### config.mk
export PLATFORM = sky130hd
export DESIGN_NAME = gcd_stream
export DESIGN_NICKNAME = d
export VERILOG_FILES = /design/src/rtl/gcd_stream.sv
export SDC_FILE = /design/constraint.sdc
export NUM_CORES = 1
export LEC_CHECK = 0
export BUFFER_PORTS_ARGS = -buffer_cell sky130_fd_sc_hd__buf_2
export CORE_MARGIN = 2
export CORE_UTILIZATION = 45
export DETAILED_ROUTE_END_ITERATION = 6
export GPL_ROUTABILITY_DRIVEN = 1
export PLACE_DENSITY = 0.7
export SLEW_MARGIN = 15
export SYNTH_ARGS = -nofsm -noshare
export SYNTH_HDL_FRONTEND = slang
export SYNTH_SLANG_ARGS = --single-unit
### constraint.sdc
create_clock -name clk -period 5.7 [get_ports clk]
set_input_delay 0.285 -clock clk [delete_from_list [all_inputs] [get_ports clk]]
set_output_delay 0.285 -clock clk [all_outputs]
set_load 0.03 [all_outputs]
### src/rtl/gcd_stream.sv
// Streaming binary (Stein) GCD with valid/ready on both sides and a saturating
// iteration counter; one operand pair in flight, result held until consumed.
module gcd_stream #(
  parameter int WIDTH = 8,
  parameter int CNT_W = 8
) (
  input  logic             clk,
  input  logic             nrst,
  input  logic             in_valid,
  output logic             in_ready,
  input  logic [WIDTH-1:0] in_a,
  input  logic [WIDTH-1:0] in_b,
  output logic             out_valid,
  input  logic             out_ready,
  output logic [WIDTH-1:0] out_gcd,
  output logic [CNT_W-1:0] out_cycles
);

  localparam int KW = $clog2(WIDTH + 1);

  typedef enum logic [1:0] {IDLE, STRIP, REDUCE, DONE} state_t;

  state_t           state_q, state_d;
  logic [WIDTH-1:0] a_q, a_d, b_q, b_d, res_q, res_d;
  logic [KW-1:0]    k_q, k_d;
  logic [CNT_W-1:0] cnt_q, cnt_d, cyc_q, cyc_d, cnt_inc;

  // Saturate rather than wrap so long runs still read as "at least max".
  assign cnt_inc = (&cnt_q) ? cnt_q : cnt_q + CNT_W'(1);

  always_ff @(posedge clk or negedge nrst) begin
    if (!nrst) begin
      state_q <= IDLE;
      a_q     <= '0;
      b_q     <= '0;
      k_q     <= '0;
      cnt_q   <= '0;
      res_q   <= '0;
      cyc_q   <= '0;
    end else begin
      state_q <= state_d;
      a_q     <= a_d;
      b_q     <= b_d;
      k_q     <= k_d;
      cnt_q   <= cnt_d;
      res_q   <= res_d;
      cyc_q   <= cyc_d;
    end
  end

  always_comb begin
    state_d = state_q;
    a_d     = a_q;
    b_d     = b_q;
    k_d     = k_q;
    cnt_d   = cnt_q;
    res_d   = res_q;
    cyc_d   = cyc_q;
    case (state_q)
      IDLE: begin
        if (in_valid) begin
          a_d   = in_a;
          b_d   = in_b;
          k_d   = '0;
          cnt_d = '0;
          if (in_a == '0 || in_b == '0) begin
            res_d   = in_a | in_b;
            cyc_d   = '0;
            state_d = DONE;
          end else begin
            state_d = STRIP;
          end
        end
      end
      STRIP: begin
        cnt_d = cnt_inc;
        if (!a_q[0] && !b_q[0]) begin
          a_d = a_q >> 1;
          b_d = b_q >> 1;
          k_d = k_q + KW'(1);
        end else begin
          state_d = REDUCE;
        end
      end
      REDUCE: begin
        cnt_d = cnt_inc;
        if (!a_q[0]) begin
          a_d = a_q >> 1;
        end else if (!b_q[0]) begin
          b_d = b_q >> 1;
        end else if (a_q == b_q) begin
          // k only counts factors of two common to both operands, so no overflow.
          res_d   = a_q << k_q;
          cyc_d   = cnt_inc;
          state_d = DONE;
        end else if (a_q > b_q) begin
          a_d = (a_q - b_q) >> 1;
        end else begin
          b_d = (b_q - a_q) >> 1;
        end
      end
      DONE: begin
        if (out_ready) state_d = IDLE;
      end
      default: state_d = IDLE;
    endcase
  end

  assign in_ready   = (state_q == IDLE);
  assign out_valid  = (state_q == DONE);
  assign out_gcd    = res_q;
  assign out_cycles = cyc_q;

endmodule
## Word-level counts from Yosys, hierarchy flattened

Index checks and enable logic that the tools add are counted.
W data, S select, Z words.

| cells by class | value |
|---|---|
| div/mod/pow operators | 0 |
| add/sub/neg operators | 4 |
| mux-type cells | 40 |
| magnitude comparators | 1 |
| reduce and logical (&&, ||, !) cells | 21 |
| equal/unequal tests | 17 |
| multipliers | 0 |
| shift-type cells | 1 |
| bitwise gates (word level) | 1 |

Operator list:

| cell | count |
|---|---|
| $mux W8 | 24 |
| $pmux W8 S2 | 3 |
| $pmux W8 S3 | 2 |
| $reduce_and A6 Y1 | 4 |
| $logic_not A8 Y1 | 2 |
| $sub A8 B8 Y8 | 2 |
| $ne A3 B3 Y1 const B | 5 |
| $mux W2 | 7 |
| $ne A2 B2 Y1 const B | 6 |
| $add A8 B1 Y8 const B | 1 |
| $eq A8 B8 Y1 | 1 |
| $gt A8 B8 Y1 | 1 |
| $mux W4 | 2 |
| $or A8 B8 Y8 | 1 |
| $pmux W2 S4 | 1 |
| $pmux W4 S2 | 1 |
| $reduce_and A8 Y1 | 1 |
| $shl A8 B4 Y8 | 1 |
| $reduce_and A3 Y1 | 2 |
| $reduce_bool A2 Y1 | 3 |
| $add A4 B1 Y4 const B | 1 |
| $eq A2 B2 Y1 const B | 2 |
| $ne A2 B1 Y1 const B | 2 |
| $reduce_and A4 Y1 | 1 |
| 8 further kinds | 9 |

| word-level totals | value |
|---|---|
| register bits | 46 |
| output and inout bits | 18 |
| memories | 0 |
| bits of input ports | 20 |
| bits in writable memories | 0 |
| logic and storage cells | 94 |
| ROM bits | 0 |
| bits in latches | 0 |

## Logic depth before layout (Yosys ltp)

| logic depth | value |
|---|---|
| depth in word-level cells | 6 |
| depth in mapped cells | 11 |

## Least setup slack after synthesis

No wires, ideal clock.

| path | value |
|---|---|
| path kind | register -> register |
| from | register a_q[0] |
| to | register b_q[4] |
| period minus slack after synthesis | 2677 ps |
| arrival time | 2556 ps |
| cell stages (with the launch flop) | 12 |
| path buffers | 2 |
| slack | 3023 ps |
| library setup time | 121 ps |
| cells stage by stage | dfrtp_1 buf_2 inv_1 ha_1 fa_1 and2b_1 o22ai_1 a21o_1 and4_1 clkbuf_1 a221o_1 a22o_1 |

| on the way | value |
|---|---|
| cells in the longest elaborated chain, start to end | 6 |
| elaborated cells between the ends (all ways) | 15 |

RTL lines:

| what | RTL line | text |
|---|---|---|
| start, declared | 24 | `logic [WIDTH-1:0] a_q, a_d, b_q, b_d, res_q, res_d;` |
| start signal, assigned | 34 | `a_q <= '0;` |
| start signal, assigned | 42 | `a_q <= a_d;` |
| $sub A8 B8 Y8 | 99 | `b_d = (b_q - a_q) >> 1;` |
| $mux W8 | 96 | `end else if (a_q > b_q) begin` |
| $mux W8 | 91 | `end else if (a_q == b_q) begin` |
| $mux W8 | 89 | `end else if (!b_q[0]) begin` |
| $mux W8 | 87 | `if (!a_q[0]) begin` |
| $pmux W8 S3 | 59 | `case (state_q)` |
| end signal, assigned | 35 | `b_q <= '0;` |
| end signal, assigned | 43 | `b_q <= b_d;` |
| end, declared | 24 |  |

Parallel ways exist; a longest one is shown, timed or not. The select of a mux whose other input is x is not followed.
A chain may end at the register's enable or synchronous reset.

## Final worst setup path

| path | value |
|---|---|
| from | register a_q[0] |
| to | register b_q[5] |

Same word-level chain as after synthesis.

==> impl_metrics.py <==
metrics = {
    "run_status": {
        "outcome": "complete, but fails checks",
        "violations": "hold timing",
    },
    "synth": {
        "ys_ff_latch": 46,
        "netlist_instances": 430,
        "synthArstFlopShare_pct": 100,
        "synth_area_leaders": "dfrtp_1 32%, ha_1 8.1%, nand2_1 6.7%",
        "syn_area_sq_um": 3550,
        "synth_top_area_share_pct": 32.4,
        "yosysWarnings": 0,
        "synth_nets": 475,
        "seq_area_frac_synth_pct": 32.4,
        "syn_area_per_cell_sq_um": 8.26,
        "synth_flop_cell": "dfrtp_1",
        "synth_edf_count": 0,
        "synthDistinctLibCells": 55,
        "synth_top_area_cell": "dfrtp_1",
    },
    "finish": {
        "fillerInstances": 764,
        "fin_cells": 552,
        "nets": 494,
        "area_growth_syn_to_layout_pct": 8.20,
        "diodes": 0,
        "drive_above_1_share_pct": 13.6,
    },
    "global_routing": {
        "grt_pass1_vias": 3083,
        "grt_max_degree": 47,
        "grt.total_usage_pct": 22.1,
        "antenna_found_initial": 0,
        "grt.overflow.total": 0,
        "grt_pass1_wl_um": 15300,
    },
    "worst_setup_path": {
        "cp_cell_sequence": "inv_1 -> ha_1 -> fa_1 -> and2b_1 -> o22ai_1 -> a21o_1 -> a21oi_1 -> nor2_1 -> a22o_1",
        "cpMaxStageDelayCell": "a21oi_1",
        "cpPeakStageDelay_ns": 0.76,
        "crit_arrival_ns": 3.44,
        "worstSetupPathType": "flip-flop to flip-flop",
        "required_ns": 5.90,
        "path_max_fanout": 14,
        "critPathCaptureType": "flip-flop",
        "cp-start-kind": "flip-flop",
    },
    "timing": {
        "finalMaxSlewViolations": 0,
        "worst_pin_slew_ns": 1.03,
        "setup_viol": 0,
        "fin_hold_ws_ns": -0.0321,
        "max_slew_margin_pct": 31.5,
        "fin_skew_ns": 0.0105,
        "fmax_ghz": 0.309,
        "fin_setup_tns_ns": 0,
        "layout_min_cycle_time_ns": 3.24,
        "finalCritPeriodShare_pct": 56.8,
        "rsz0062_at_grt": "no",
        "hold_viol": 34,
    },
    "drt": {
        "num_vias": 3291,
        "drc": 0,
        "antenna_left": 0,
        "wirelength_um": 9220,
        "first_iter_violations": 233,
        "wl_per_cell_um": 16.7,
        "firstDrtPassIters": 5,
        "vias_per_cell": 5.96,
    },
    "placement": {
        "gp_congestion": 0.864,
        "dpl.hpwl_um": 6850,
        "post-place-cells": 544,
        "port_buffers": 37,
    },
    "clock_network": {
        "post_cts_buffers": 0,
        "clk_pin_slew_ns": 0.10,
        "htreeDepth": 2,
        "clock_tree.root_cell": "clkbuf_8",
        "cts_max_path_buffers": 2,
        "clock_sinks": 46,
        "cts-hold-fix-buffers": 0,
        "cts_resized": 0,
        "numCtsBuffers": 5,
        "cts_tree": "built",
        "insertion_delay_ns": 0.30,
    },
    "die": {
        "placementRows": 32,
        "fp.dieW_um": 92.9,
        "ios": 38,
        "fp.dieH_um": 92.9,
        "initial_core_util_pct": 46.2,
        "core_area_sq_um": 7690,
        "dieArea_sq_um": 8620,
    },
    "hold_path": {
        "holdCritPathClass": "primary input to async pin",
    },
    "flow_run": {
        "max_cap_viol_count": 0,
    },
}
==> sequential cells by signal (all words and copies together) (netlist names) <==
name,count
b_q,8
k_q,4
state_q,2
out_cycles,8
a_q,8
out_gcd,8
cnt_q,8
==> per-layer routing <==
metal	track usage, %	share of wire [%]
met2	36.8	48
met1	30.7	46
met4	5.15	0.88
met3	2.85	5.1
met5	0	0
==> synthesized netlist by cell type, drive strengths merged, types with 3 or more instances <==
cell type	number
a211oi	7
a21boi	3
a21o	3
a21oi	18
a221o	4
a221oi	3
a22o	10
a31oi	5
and3	3
and4	5
buf	11
clkbuf	15
dfrtp	46
ha	23
inv	23
mux2i	9
nand2	63
nand3b	3
nand4	6
nor2	44
nor2b	5
nor3	7
nor4	3
o21a	3
o21ai	39
o221ai	3
o22a	4
o22ai	6
o311ai	4
o31ai	14
or2	4
or3	3
xnor2	6
xor2	5
==> through the flow <==
| stage | instance area [sq um] | hold slack (ns) | utilization [%] | worst slack [ns] |
|---|---|---|---|---|
| final | 3840 | -0.0321 | 50.0 | 2.46 |
| after floorplan | 3550 | -0.0106 | - | 3.02 |
| after CTS | 3840 | 0.211 | 50.0 | 2.47 |
| after global placement | 3750 | 0.456 | 48.8 | 2.67 |
| after detailed placement | 3750 | 0.466 | 48.8 | 2.50 |
| after global routing | 3840 | 0.0341 | 50.0 | 2.11 |
==> cell type report <==
class / instances / area, sq um / share of cell area [%]
clock buffer: 5 / 68.8 / 1.79
sequential: 46 / 1150 / 29.9
inverter: 23 / 86.3 / 2.25
clock inverter: 3 / 23.8 / 0.618
timing repair buffer: 38 / 195 / 5.08
tap: 102 / 128 / 3.32
multi-input combinational: 335 / 2190 / 57.0
==> worst paths after layout <==
check	startpoint	end	slack (ns)	cells past startpoint
setup / recovery	a_q[0]	b_q[5]	2.46	9
hold / removal	nrst	state_q[1]	-0.03	1
setup reg to reg	a_q[0]	b_q[5]	2.46	9
hold reg to reg	out_gcd[6]	out_gcd[6]	0.48	2
max in group asynchronous	nrst	a_q[4]	5.31	1
min in group clk	in_a[7]	a_q[7]	0.26	3
==> critical path: cells and delay by family, from the launching register on <==
| family | cells | cell delay (ns) |
|---|---|---|
| AO/OA/AOI/OAI | 4 | 1.35 |
| adder cells (fa/ha/maj) | 2 | 0.64 |
| flip-flops | 1 | 0.54 |
| AND/OR/NAND/NOR | 2 | 0.42 |
| buffers and inverters | 1 | 0.18 |
==> cells by family (layout without fill, tap and decap cells) <==
group | Yosys count | count (layout) | synth area share [%]
muxes | 10 | 10 | 2.85
xor gates and xnor gates | 11 | 11 | 2.71
buffers and inverters | 49 | 69 | 5.92
AOI/OAI and AO/OA | 132 | 132 | 26.1
adders and majority gates | 25 | 25 | 9.23
DFF | 46 | 46 | 32.4
and+or+nand+nor | 157 | 157 | 20.8
==> cell usage in the layout, fill, tap and decap left out, types with 3 or more instances in the layout <==
cell / instances
o31ai_1: 8
o22a_1: 4
nor2b_1: 4
inv_1: 23
xnor2_1: 6
nor3_1: 7
nand2_1: 63
a21o_1: 3
or2_2: 4
o311ai_0: 4
a21oi_1: 18
o21a_1: 3
nand4_1: 6
and3_1: 3
nor2_1: 44
o22ai_1: 6
nor4_1: 3
clkbuf_8: 5
mux2i_1: 9
a21boi_0: 3
a221o_1: 4
o21ai_0: 36
dfrtp_1: 46
and4_1: 5
ha_1: 23
buf_2: 36
a31oi_1: 5
o31ai_2: 6
a22o_1: 10
a211oi_1: 7
nand3b_1: 3
o21ai_1: 3
xor2_1: 5
a221oi_1: 3
Power is left out: the tool's default activity adds up to more than one toggle a clock period on the data nets, which glitch-free logic cannot reach.
